===== src/rtl/csr_arb_pkg.sv =====
// ---------------------------------------------------------------------------
// csr_arb_pkg
// Shared types and constants for the CSR MMIO arbiter.
//   t_arb_state  : arbiter FSM states
//   t_csr_req    : one latched CSR request (write flag, address, data, target)
//   TIMEOUT_DATA : read data returned when a completion never arrives
// The CSR_* widths size the request struct and are the defaults of the
// matching top-level parameters.
// ---------------------------------------------------------------------------
package csr_arb_pkg;

   localparam int CSR_ADDR_W = 20;
   localparam int CSR_DATA_W = 64;
   localparam int CSR_PF_W   = 3;
   localparam int CSR_VF_W   = 11;

   typedef enum logic [1:0] {
      IDLE,
      ISSUE,
      WAIT,
      RESP
   } t_arb_state;

   typedef struct packed {
      logic                  write;
      logic [CSR_ADDR_W-1:0] addr;
      logic [CSR_DATA_W-1:0] wdata;
      logic [CSR_PF_W-1:0]   pf;
      logic [CSR_VF_W-1:0]   vf;
      logic                  vfa;
   } t_csr_req;

   localparam logic [CSR_DATA_W-1:0] TIMEOUT_DATA = '1;

endpackage


===== src/rtl/csr_mmio_arbiter_rr_pick.sv =====
// ---------------------------------------------------------------------------
// csr_rr_pick
// Combinational round-robin selector: finds the first asserted bit of
// 'valid' at or after index 'ptr', wrapping past N-1 back to 0.
//   valid : request vector
//   ptr   : starting index (highest priority this cycle)
//   idx   : selected index (0 when nothing is asserted)
//   any   : at least one bit of 'valid' is asserted
// ---------------------------------------------------------------------------
module csr_rr_pick #(
   parameter int N     = 4,
   parameter int PTR_W = (N > 1) ? $clog2(N) : 1
) (
   input  logic [N-1:0]     valid,
   input  logic [PTR_W-1:0] ptr,
   output logic [PTR_W-1:0] idx,
   output logic             any
);

   // Scan from the farthest offset down to offset 0 so the candidate closest
   // to the pointer is the last one written and therefore wins.
   always_comb begin
      // NOTE: every output of a combinational block gets a default first, so
      // no path leaves it unassigned and no latch is inferred.
      idx = '0;
      any = 1'b0;
      for (int i = N - 1; i >= 0; i--) begin
         int               pos;
         logic [PTR_W-1:0] pos_idx;
         pos = int'(ptr) + i;
         if (pos >= N) pos = pos - N;
         pos_idx = PTR_W'(pos);
         if (valid[pos_idx]) begin
            idx = pos_idx;
            any = 1'b1;
         end
      end
   end

endmodule


===== src/rtl/csr_mmio_arbiter.sv =====
// ---------------------------------------------------------------------------
// csr_mmio_arbiter
// Shares one downstream MMIO channel between NUM_REQ CSR requesters. One
// transaction is outstanding at a time so CSR ordering across functions is
// strict. Requests are granted round-robin, issued with a tag, and the
// write acceptance / read completion is returned to the granted requester.
// A watchdog ends a read with all-ones data and an error after TIMEOUT_CYC
// cycles without a matching completion.
//
// Ports
//   clk, rst_n            clock, asynchronous active-low reset
//   req_valid/req_ready   per-requester handshake (ready is one-hot or zero)
//   req_write/addr/wdata/pf/vf/vfa   packed per-requester request fields
//   rsp_valid             per-requester one-cycle response strobe
//   rsp_data, rsp_err     shared response bus, qualified by rsp_valid
//   mmio_valid/ready      downstream request handshake
//   mmio_write..mmio_vfa  granted request fields, mmio_tag its tag
//   cpl_valid/tag/data    downstream read completion
//   stale_cpl_cnt         saturating count of completions not accepted
// ---------------------------------------------------------------------------
module csr_mmio_arbiter
   import csr_arb_pkg::*;
#(
   parameter int NUM_REQ     = 4,
   parameter int ADDR_W      = CSR_ADDR_W,
   parameter int DATA_W      = CSR_DATA_W,
   parameter int PF_W        = CSR_PF_W,
   parameter int VF_W        = CSR_VF_W,
   parameter int TAG_W       = 8,
   parameter int TIMEOUT_CYC = 1024
) (
   input  logic                        clk,
   input  logic                        rst_n,
   input  logic [NUM_REQ-1:0]          req_valid,
   output logic [NUM_REQ-1:0]          req_ready,
   input  logic [NUM_REQ-1:0]          req_write,
   input  logic [NUM_REQ*ADDR_W-1:0]   req_addr,
   input  logic [NUM_REQ*DATA_W-1:0]   req_wdata,
   input  logic [NUM_REQ*PF_W-1:0]     req_pf,
   input  logic [NUM_REQ*VF_W-1:0]     req_vf,
   input  logic [NUM_REQ-1:0]          req_vfa,
   output logic [NUM_REQ-1:0]          rsp_valid,
   output logic [DATA_W-1:0]           rsp_data,
   output logic                        rsp_err,
   output logic                        mmio_valid,
   input  logic                        mmio_ready,
   output logic                        mmio_write,
   output logic [ADDR_W-1:0]           mmio_addr,
   output logic [DATA_W-1:0]           mmio_wdata,
   output logic [PF_W-1:0]             mmio_pf,
   output logic [VF_W-1:0]             mmio_vf,
   output logic                        mmio_vfa,
   output logic [TAG_W-1:0]            mmio_tag,
   input  logic                        cpl_valid,
   input  logic [TAG_W-1:0]            cpl_tag,
   input  logic [DATA_W-1:0]           cpl_data,
   output logic [15:0]                 stale_cpl_cnt
);

   localparam int PTR_W = (NUM_REQ > 1) ? $clog2(NUM_REQ) : 1;
   localparam int TMR_W = $clog2(TIMEOUT_CYC) + 1;

   t_arb_state         state_q, state_d;
   t_csr_req           req_q;
   logic [PTR_W-1:0]   grant_q;
   logic [PTR_W-1:0]   ptr_q;
   logic [TAG_W-1:0]   tag_q;
   logic [TMR_W-1:0]   timer_q;
   logic [DATA_W-1:0]  data_q;
   logic               err_q;
   logic [15:0]        stale_q;

   logic [PTR_W-1:0]   pick_idx;
   logic               pick_any;
   logic               cpl_hit;
   logic               timeout_hit;

   csr_rr_pick #(
      .N     (NUM_REQ),
      .PTR_W (PTR_W)
   ) u_pick (
      .valid (req_valid),
      .ptr   (ptr_q),
      .idx   (pick_idx),
      .any   (pick_any)
   );

   // ------------------------------------------------------------------
   // FSM state register
   // ------------------------------------------------------------------
   always_ff @(posedge clk or negedge rst_n) begin
      if (!rst_n) state_q <= IDLE;
      // NOTE: sequential state uses non-blocking assignments so every flop
      // samples pre-edge values regardless of block ordering.
      else        state_q <= state_d;
   end

   // ------------------------------------------------------------------
   // Next state and handshake strobes
   // ------------------------------------------------------------------
   always_comb begin
      state_d     = state_q;
      req_ready   = '0;
      rsp_valid   = '0;
      mmio_valid  = 1'b0;
      cpl_hit     = 1'b0;
      timeout_hit = 1'b0;
      unique case (state_q)
         IDLE: begin
            if (pick_any) begin
               req_ready[pick_idx] = 1'b1;
               state_d             = ISSUE;
            end
         end
         ISSUE: begin
            mmio_valid = 1'b1;
            if (mmio_ready) state_d = req_q.write ? RESP : WAIT;
         end
         WAIT: begin
            cpl_hit     = cpl_valid && (cpl_tag == tag_q);
            timeout_hit = (timer_q == TMR_W'(TIMEOUT_CYC - 1));
            if (cpl_hit || timeout_hit) state_d = RESP;
         end
         RESP: begin
            rsp_valid[grant_q] = 1'b1;
            state_d            = IDLE;
         end
         default: state_d = IDLE;
      endcase
   end

   // ------------------------------------------------------------------
   // Request latch, tag, pointer, watchdog and response data
   // ------------------------------------------------------------------
   always_ff @(posedge clk or negedge rst_n) begin
      if (!rst_n) begin
         req_q   <= '0;
         grant_q <= '0;
         ptr_q   <= '0;
         tag_q   <= '0;
         timer_q <= '0;
         data_q  <= '0;
         err_q   <= 1'b0;
      end else begin
         unique case (state_q)
            IDLE: begin
               if (pick_any) begin
                  req_q.write <= req_write[pick_idx];
                  req_q.addr  <= req_addr [pick_idx*ADDR_W +: ADDR_W];
                  req_q.wdata <= req_wdata[pick_idx*DATA_W +: DATA_W];
                  req_q.pf    <= req_pf   [pick_idx*PF_W   +: PF_W];
                  req_q.vf    <= req_vf   [pick_idx*VF_W   +: VF_W];
                  req_q.vfa   <= req_vfa[pick_idx];
                  grant_q     <= pick_idx;
                  // Writes respond with zero data and no error.
                  data_q      <= '0;
                  err_q       <= 1'b0;
               end
            end
            ISSUE: begin
               if (mmio_ready && !req_q.write) timer_q <= '0;
            end
            WAIT: begin
               timer_q <= timer_q + 1'b1;
               // A completion in the timeout cycle still wins.
               if (cpl_hit) begin
                  data_q <= cpl_data;
                  err_q  <= 1'b0;
               end else if (timeout_hit) begin
                  data_q <= TIMEOUT_DATA;
                  err_q  <= 1'b1;
               end
            end
            RESP: begin
               tag_q <= tag_q + 1'b1;
               ptr_q <= (grant_q == PTR_W'(NUM_REQ - 1)) ? '0 : grant_q + 1'b1;
            end
            default: ;
         endcase
      end
   end

   // Any completion not consumed as the awaited one is stale: wrong tag, or
   // arriving while no read is outstanding (including after a reset).
   always_ff @(posedge clk or negedge rst_n) begin
      if (!rst_n)                                        stale_q <= '0;
      else if (cpl_valid && !cpl_hit && stale_q != 16'hFFFF) stale_q <= stale_q + 1'b1;
   end

   // ------------------------------------------------------------------
   // Outputs
   // ------------------------------------------------------------------
   assign mmio_write    = req_q.write;
   assign mmio_addr     = req_q.addr;
   assign mmio_wdata    = req_q.wdata;
   assign mmio_pf       = req_q.pf;
   assign mmio_vf       = req_q.vf;
   assign mmio_vfa      = req_q.vfa;
   assign mmio_tag      = tag_q;
   assign rsp_data      = (state_q == RESP) ? data_q : '0;
   assign rsp_err       = (state_q == RESP) ? err_q  : 1'b0;
   assign stale_cpl_cnt = stale_q;

endmodule


===== config.mk =====
export PLATFORM = sky130hd
export DESIGN_NAME = csr_mmio_arbiter
export DESIGN_NICKNAME = d
export VERILOG_FILES = /design/src/rtl/csr_arb_pkg.sv /design/src/rtl/csr_mmio_arbiter_rr_pick.sv /design/src/rtl/csr_mmio_arbiter.sv
export SDC_FILE = /design/constraint.sdc
export NUM_CORES = 1
export LEC_CHECK = 0
export BUFFER_PORTS_ARGS = -buffer_cell sky130_fd_sc_hd__buf_2
export CAP_MARGIN = 15
export CORE_AREA = 2 2 261 263
export DETAILED_ROUTE_END_ITERATION = 8
export DIE_AREA = 0 0 263 265
export GPL_ROUTABILITY_DRIVEN = 0
export PLACE_DENSITY = 0.39
export SLEW_MARGIN = 20
export SYNTH_ARGS = -nofsm -noshare
export SYNTH_HDL_FRONTEND = slang
export SYNTH_SLANG_ARGS = --single-unit

===== constraint.sdc =====
create_clock -name clk -period 1.64 [get_ports clk]
set_input_delay 0.082 -clock clk [delete_from_list [all_inputs] [get_ports clk]]
set_output_delay 0.082 -clock clk [all_outputs]
set_load 0.03 [all_outputs]

# --- Word-level counts from Yosys, hierarchy flattened ---
# Cells that the tools add are included.
totals:
  register_bits: 206
  out_inout_bits: 198
  elab_cells: 124
classes:
  n_addsub: 11
  multipliers: 3
  order_cmp: 12
  eq_ne: 12
  shifts: 4
  mux: 52
  n_reduce_logical: 16
ops:
  columns: ["cell", "count"]
  rows:
  - ["64-bit two-way mux", 4]
  - ["256-bit by 9-bit variable part select with 64-bit output", 1]
  - ["64-bit one-hot mux with 2 select lines", 1]
  - ["80-bit by 8-bit variable part select with 20-bit output", 1]
  - ["44-bit by 7-bit variable part select with 11-bit output", 1]
  - ["2-bit two-way mux", 12]
  - ["11-bit one-hot mux with 2 select lines", 1]
  - ["1-bit two-way mux", 20]
  - ["2-bit by 3-bit < comparator with 1-bit output, second input constant", 6]
  - ["16-bit by 1-bit adder with 16-bit output, second input constant", 1]
  - ["16-bit inequality test, second input constant", 1]
  - ["1-bit binary-select mux with 2-bit select", 6]
  - ["4-bit two-way mux", 3]
  - ["12-bit by 5-bit variable part select with 3-bit output", 1]
  - ["11-bit by 1-bit adder with 11-bit output, second input constant", 1]
  - ["11-bit by 10-bit == test with 1-bit output, second input constant", 1]
  - ["11-bit two-way mux", 1]
  - ["3-bit >= comparator, second input constant", 3]
  - ["8-bit by 1-bit adder with 8-bit output, second input constant", 1]
  - ["8-bit == test", 1]
  - ["2-bit inequality test, second input constant", 4]
  - ["2-bit one-hot mux with 4 select lines", 1]
  - ["2-bit by 1-bit subtractor with 2-bit output, second input constant", 4]
  - ["2-bit by 2-bit adder with 3-bit output, second input constant", 2]
  - ["19 further kinds", 32]

# --- Longest topological paths before layout ---
depth:
  depth_word: 15
  mapped_depth: 8

# --- Hierarchy ---
# Synthesis repeated with hierarchy kept, for this count alone.
unflattened:
  cells_unflattened: 934
  hier_area_um2: 11957.7
modules_own_cells:
  columns: ["mod", "n_inst", "cells_each", "area_each_um2", "seq_area_each_um2"]
  rows:
  - ["csr_mmio_arbiter", 1, 921, 11880.1, 5154.9]
  - ["csr_rr_pick", 1, 13, 77.6, 0.0]

# --- Worst setup path before layout ---
# OpenSTA, ideal clock, no wires.
synth_path:
  kind: "register to output"
  start: "register ptr_q[1]"
  end: "output port req_ready[1]"
  arrival_time_ns: 1.989
  required_time_ns: 1.558
  setup_slack_ns: -0.431
  path_stages_with_launch: 7
  cell_sequence: "dfrtp_1 nand2b_1 a31oi_2 nand2_2 buf_2 buf_2 nor3b_1"
synth_between:
  elab_chain_cells: 15
  elab_cells_between_ends: 38
  cone_classes: "7 x add/sub; 6 x order compare; 24 x mux; 1 x reduce/logical"
synth_rtl:
  columns: ["item", "line_no", "text"]
  rows:
  - ["start, declared", "csr_mmio_arbiter.sv:66", "logic [PTR_W-1:0] ptr_q;"]
  - ["start signal, assigned", "csr_mmio_arbiter.sv:176", "ptr_q <= (grant_q == PTR_W'(NUM_REQ - 1)) ? '0 : grant_q + 1'b1;"]
  - ["2-bit by 2-bit adder with 3-bit output", "csr_mmio_arbiter_rr_pick.sv:30", "pos = int'(ptr) + i;"]
  - ["3-bit >= comparator or 2-bit by 1-bit subtractor with 2-bit output (tied branches)", "csr_mmio_arbiter_rr_pick.sv:31", "if (pos >= N) pos = pos - N;"]
  - ["2-bit two-way mux", "csr_mmio_arbiter_rr_pick.sv:31", null]
  - ["1-bit binary-select mux with 2-bit select", "csr_mmio_arbiter_rr_pick.sv:33", "if (valid[pos_idx]) begin"]
  - ["1-bit two-way mux (not written as such)", "csr_mmio_arbiter_rr_pick.sv:33", null]
  - ["2-bit two-way mux (4 in series)", "csr_mmio_arbiter_rr_pick.sv:33", null]
  - ["2-bit by 3-bit < comparator with 1-bit output (not written as such) or 2-bit by 1-bit >= comparator with 1-bit output (tied branches)", "csr_mmio_arbiter.sv:111", "req_ready[pick_idx] = 1'b1;"]
  - ["1-bit logical AND (not written as such)", "csr_mmio_arbiter.sv:111", null]
  - ["1-bit two-way mux (not written as such)", "csr_mmio_arbiter.sv:111", null]
  - ["1-bit demux with 2-bit select", "csr_mmio_arbiter.sv:111", null]
  - ["4-bit two-way mux (*)", "csr_mmio_arbiter.sv:110", "if (pick_any) begin"]
  - ["4-bit two-way mux (*)", "csr_mmio_arbiter.sv:108", "unique case (state_q)"]
  - ["end, declared", "csr_mmio_arbiter.sv:35", "output logic [NUM_REQ-1:0] req_ready,"]
# Every way passes the cells marked *; elsewhere a longest branch is shown, timed or not. The select of a mux whose other input is x is not followed.

# --- Worst setup path after layout ---
layout_path:
  start: "register ptr_q[1]"
  end: "output port req_ready[2]"
# The elaborated chain is that of the path after synthesis.

==> summary.txt <==
Floorplan
  • Core footprint: roughly 67,000 sq um
  • Die Area: about 70,000 sq um
  • DIE WIDTH: between 200 and 300 um
  • Die Y-Extent: approximately 270 um
  • I/O pins: a little under 700
  • Starting Density: 0.188
  • Row Count: 95

Worst setup path
  • Worst Path Required: 1.56 ns
  • Crit path max fanout: 5
  • Critical setup path kind: reg2out
  • WP data arrival: ~2.1 ns
  • Crit end category: primary output
  • Nature of the critical path startpoint: flip-flop
  • Setup slack, reg-to-reg: -0.42 ns

Route
  • DRT iter0 DRCs: 626
  • Antenna Violating Nets Remaining: 0
  • Routed via count: 15,217
  • WL/cell: 20.7 um
  • DRC Markers: 0
  • DRT Wirelength: roughly 70 mm
  • Vias/cell: 4.45
  • Drt pass-1 iters: 4

Timing
  • Fin crit period: roughly 2.2 ns
  • Worst slew pin tran: about 0.54 ns
  • Maximum clock rate: 450 MHz
  • Unrepaired setup endpoints after global routing: yes
  • Relative slew slack: 0.641
  • Final period util: 1.35
  • Fin worst setup slack: -0.580 ns
  • Final slew viol count: 0
  • Setup Viol. Count Final: 274
  • Clock Skew: about 0.012 ns
  • Endpoints failing hold: 0

Placed design
  • PortBufs: 677
  • Post-DP Area: between 15,000 and 20,000 sq um
  • Placed Cells: around 2,800
  • Dpl ws: -0.457 ns
  • Detailed Place HPWL: roughly 46 mm

Clocking
  • Clock Sinks: slightly above 200
  • Worst-path clk slew: 0.06 ns
  • CTS tree: done
  • Worst skew pair latency: between 0.5 and 0.6 ns
  • Longest Clk Path Bufs: 3
  • H-tree lvl count: 1
  • Root buf cell: clkbuf_16
  • Num CTS Buffers: 28

Flow run
  • Total of max-cap violations: 0

Cells and area
  • Post-layout util: 0.413
  • Non-Filler Instances: 3,419
  • Layout area overhead: 119%
  • Finished Cell Area: ~28,000 sq um
  • Layout cells sized above 1: 0.566
  • Fillers: around 6,400
  • Nets: 3,011

Global route
  • Vias in the first global route: approximately 17,000
  • GRT Total Usage: 0.190
  • Initial antenna violation count: 7
  • First-pass GRT wire length: 102 mm
  • Largest net degree at the start of global routing: 61
  • Grt total ovfl: 0

Logic synthesis
  • Synth cell types: 56
  • Post-synth ARST share: 1.00
  • Largest cells by area after synthesis: dfrtp_1 41%, mux2i_1 8.0%, a211oi_2 7.9%
  • #FFs+latches synth: ~210
  • Synthesized area: approximately 13,000 sq um
  • Seq/Total Area, Yosys: 0.410
  • Syn nets: around 1,700
  • Syn_area_per_cell: around 11 sq um
  • Most frequent cell after synthesis: dfrtp_1
  • EDFF count, synth: 0
  • Synthesized instance count: 1,194
  • Synth top area share: 0.410
  • Yosys warnings: 0
  • Leading area contributor after synthesis: dfrtp_1
  • Top cells by instance count after synthesis: 206 x dfrtp_1, 123 x a211oi_1, 113 x nor2_1
  • Top FF cell, synth: dfrtp_1

Min path
  • Worst hold path type: in2reg

Power and ir drop
  • Pwr/cell area: between 1000 and 1500 nW/um^2
  • Peak supply drop: roughly 0.67 mV
  • Leakage: between 10 and 15 nW

Run status
  • Failing checks: setup timing
  • Status: finished, violations left
[final timing paths]
kind,startpoint,endpoint,depth (start not counted)
worst max register to register,ptr_q[0],mmio_wdata[1],10
worst max-delay path,ptr_q[1],req_ready[2],7
max in group asynchronous,rst_n,timer_q[9],3
worst min register to register,data_q[14],data_q[14],2
min in group asynchronous,rst_n,data_q[13],2
worst min-delay path,req_wdata[94],mmio_wdata[30],4
[report_power, final]
part,leakage [nW],total [mW],switching (mW),internal (mW)
Clock,0.486,6.46,2.51,3.96
Sequential,2.52,7.87,1.11,6.77
Combinational,9.50,24.0,13.1,10.9
[cell type report]
cell class / count / area, sq um / share of cell area
Timing Repair Buffer: 1400 / 11800 / 0.428
Multi-Input combinational cell: 873 / 8490 / 0.308
Sequential cell: 206 / 5170 / 0.187
Tap cell: 873 / 1090 / 0.0396
Clock buffer: 46 / 920 / 0.0333
Clock inverter: 6 / 61.3 / 0.00222
Inverter: 10 / 37.5 / 0.00136
Antenna cell: 5 / 12.5 / 0.000454
[cells by family after synthesis]
group	count (synthesis)	share of synthesized area
compound gates	284	0.238
xor+xnor	39	0.0272
fa+ha+maj	12	0.0119
buf+inv	116	0.0494
flops	206	0.410
mux	104	0.0832
simple gates	433	0.180
[placed cells by master (no fill, tap or decap), types with 5 or more instances in the layout]
| master | Yosys | routed |
|---|---|---|
| buf_2 | 40 | 602 |
| dlygate4sd3_1 | 0 | 439 |
| dfrtp_1 | 206 | 194 |
| buf_4 | 16 | 154 |
| a211oi_2 | 79 | 140 |
| nor2_1 | 113 | 113 |
| buf_6 | 10 | 113 |
| and3_1 | 102 | 100 |
| nand2_1 | 87 | 84 |
| and2_4 | 0 | 70 |
| mux2i_1 | 100 | 70 |
| a2bb2oi_2 | 60 | 64 |
| buf_12 | 0 | 49 |
| a211oi_4 | 0 | 45 |
| clkbuf_16 | 0 | 33 |
| mux2i_2 | 0 | 25 |
| xor2_1 | 21 | 21 |
| buf_16 | 0 | 21 |
| a211oi_1 | 123 | 17 |
| buf_8 | 0 | 16 |
| xnor2_1 | 18 | 14 |
| clkbuf_8 | 0 | 13 |
| dfrtp_2 | 0 | 12 |
| nand4_1 | 11 | 11 |
| nand3_1 | 10 | 9 |
| nor3_4 | 1 | 7 |
| ha_1 | 12 | 7 |
| inv_1 | 10 | 6 |
| diode_2 | 0 | 5 |
| mux2i_4 | 0 | 5 |
[sequential cells by signal (all words and copies together) (netlist names)]
name and count:
mmio_vf 11, stale_cpl_cnt 16, data_q 64, mmio_addr 20, mmio_vfa 1, mmio_wdata 64, ptr_q 2, timer_q 11
grant_q 2, mmio_write 1, mmio_pf 3, mmio_tag 8, err_q 1, state_q 2
[stage by stage]
stage | power [mW] | setup TNS, ns | hold slack, ns
final | 38.3 | -88.58 | 0.0371
after detailed placement | 26.5 | -44.44 | 0.0792
after floorplan | 19.0 | -11.50 | -0.214
after global routing | 40.3 | -108.37 | 0.0245
after CTS | 37.3 | -84.08 | 0.00187
after global placement | 26.4 | -41.52 | 0.0807
[what timing repair did]
action / CTS / global route
endpoints found under the setup margin: 264 / 271
cloned: 30 / 4
hold buffers: 439 / 0
gates resized for setup: 368 / 165
pin swaps: 71 / 101
buffers inserted: 40 / 31
endpoints found under the hold margin: 370 / 0
[critical path: stages, from the launching register on]
cell and delay (ns):
dfrtp_2 0.41, nand2b_4 0.16, o21ai_2 0.06, or3_4 0.38, nor2_4 0.13, buf_12 0.13
and2_4 0.16, buf_6 0.13
[routing by layer]
metal / vias up / track usage / share of wire
met5: - / 0 / 0.00032
met4: 4 / 0.0548 / 0.030
met3: 132 / 0.0317 / 0.049
met2: 600 / 0.353 / 0.52
met1: 7465 / 0.224 / 0.40
li1: 7016 / - / -
No activity file was read; power rests on OpenSTA's default activity.
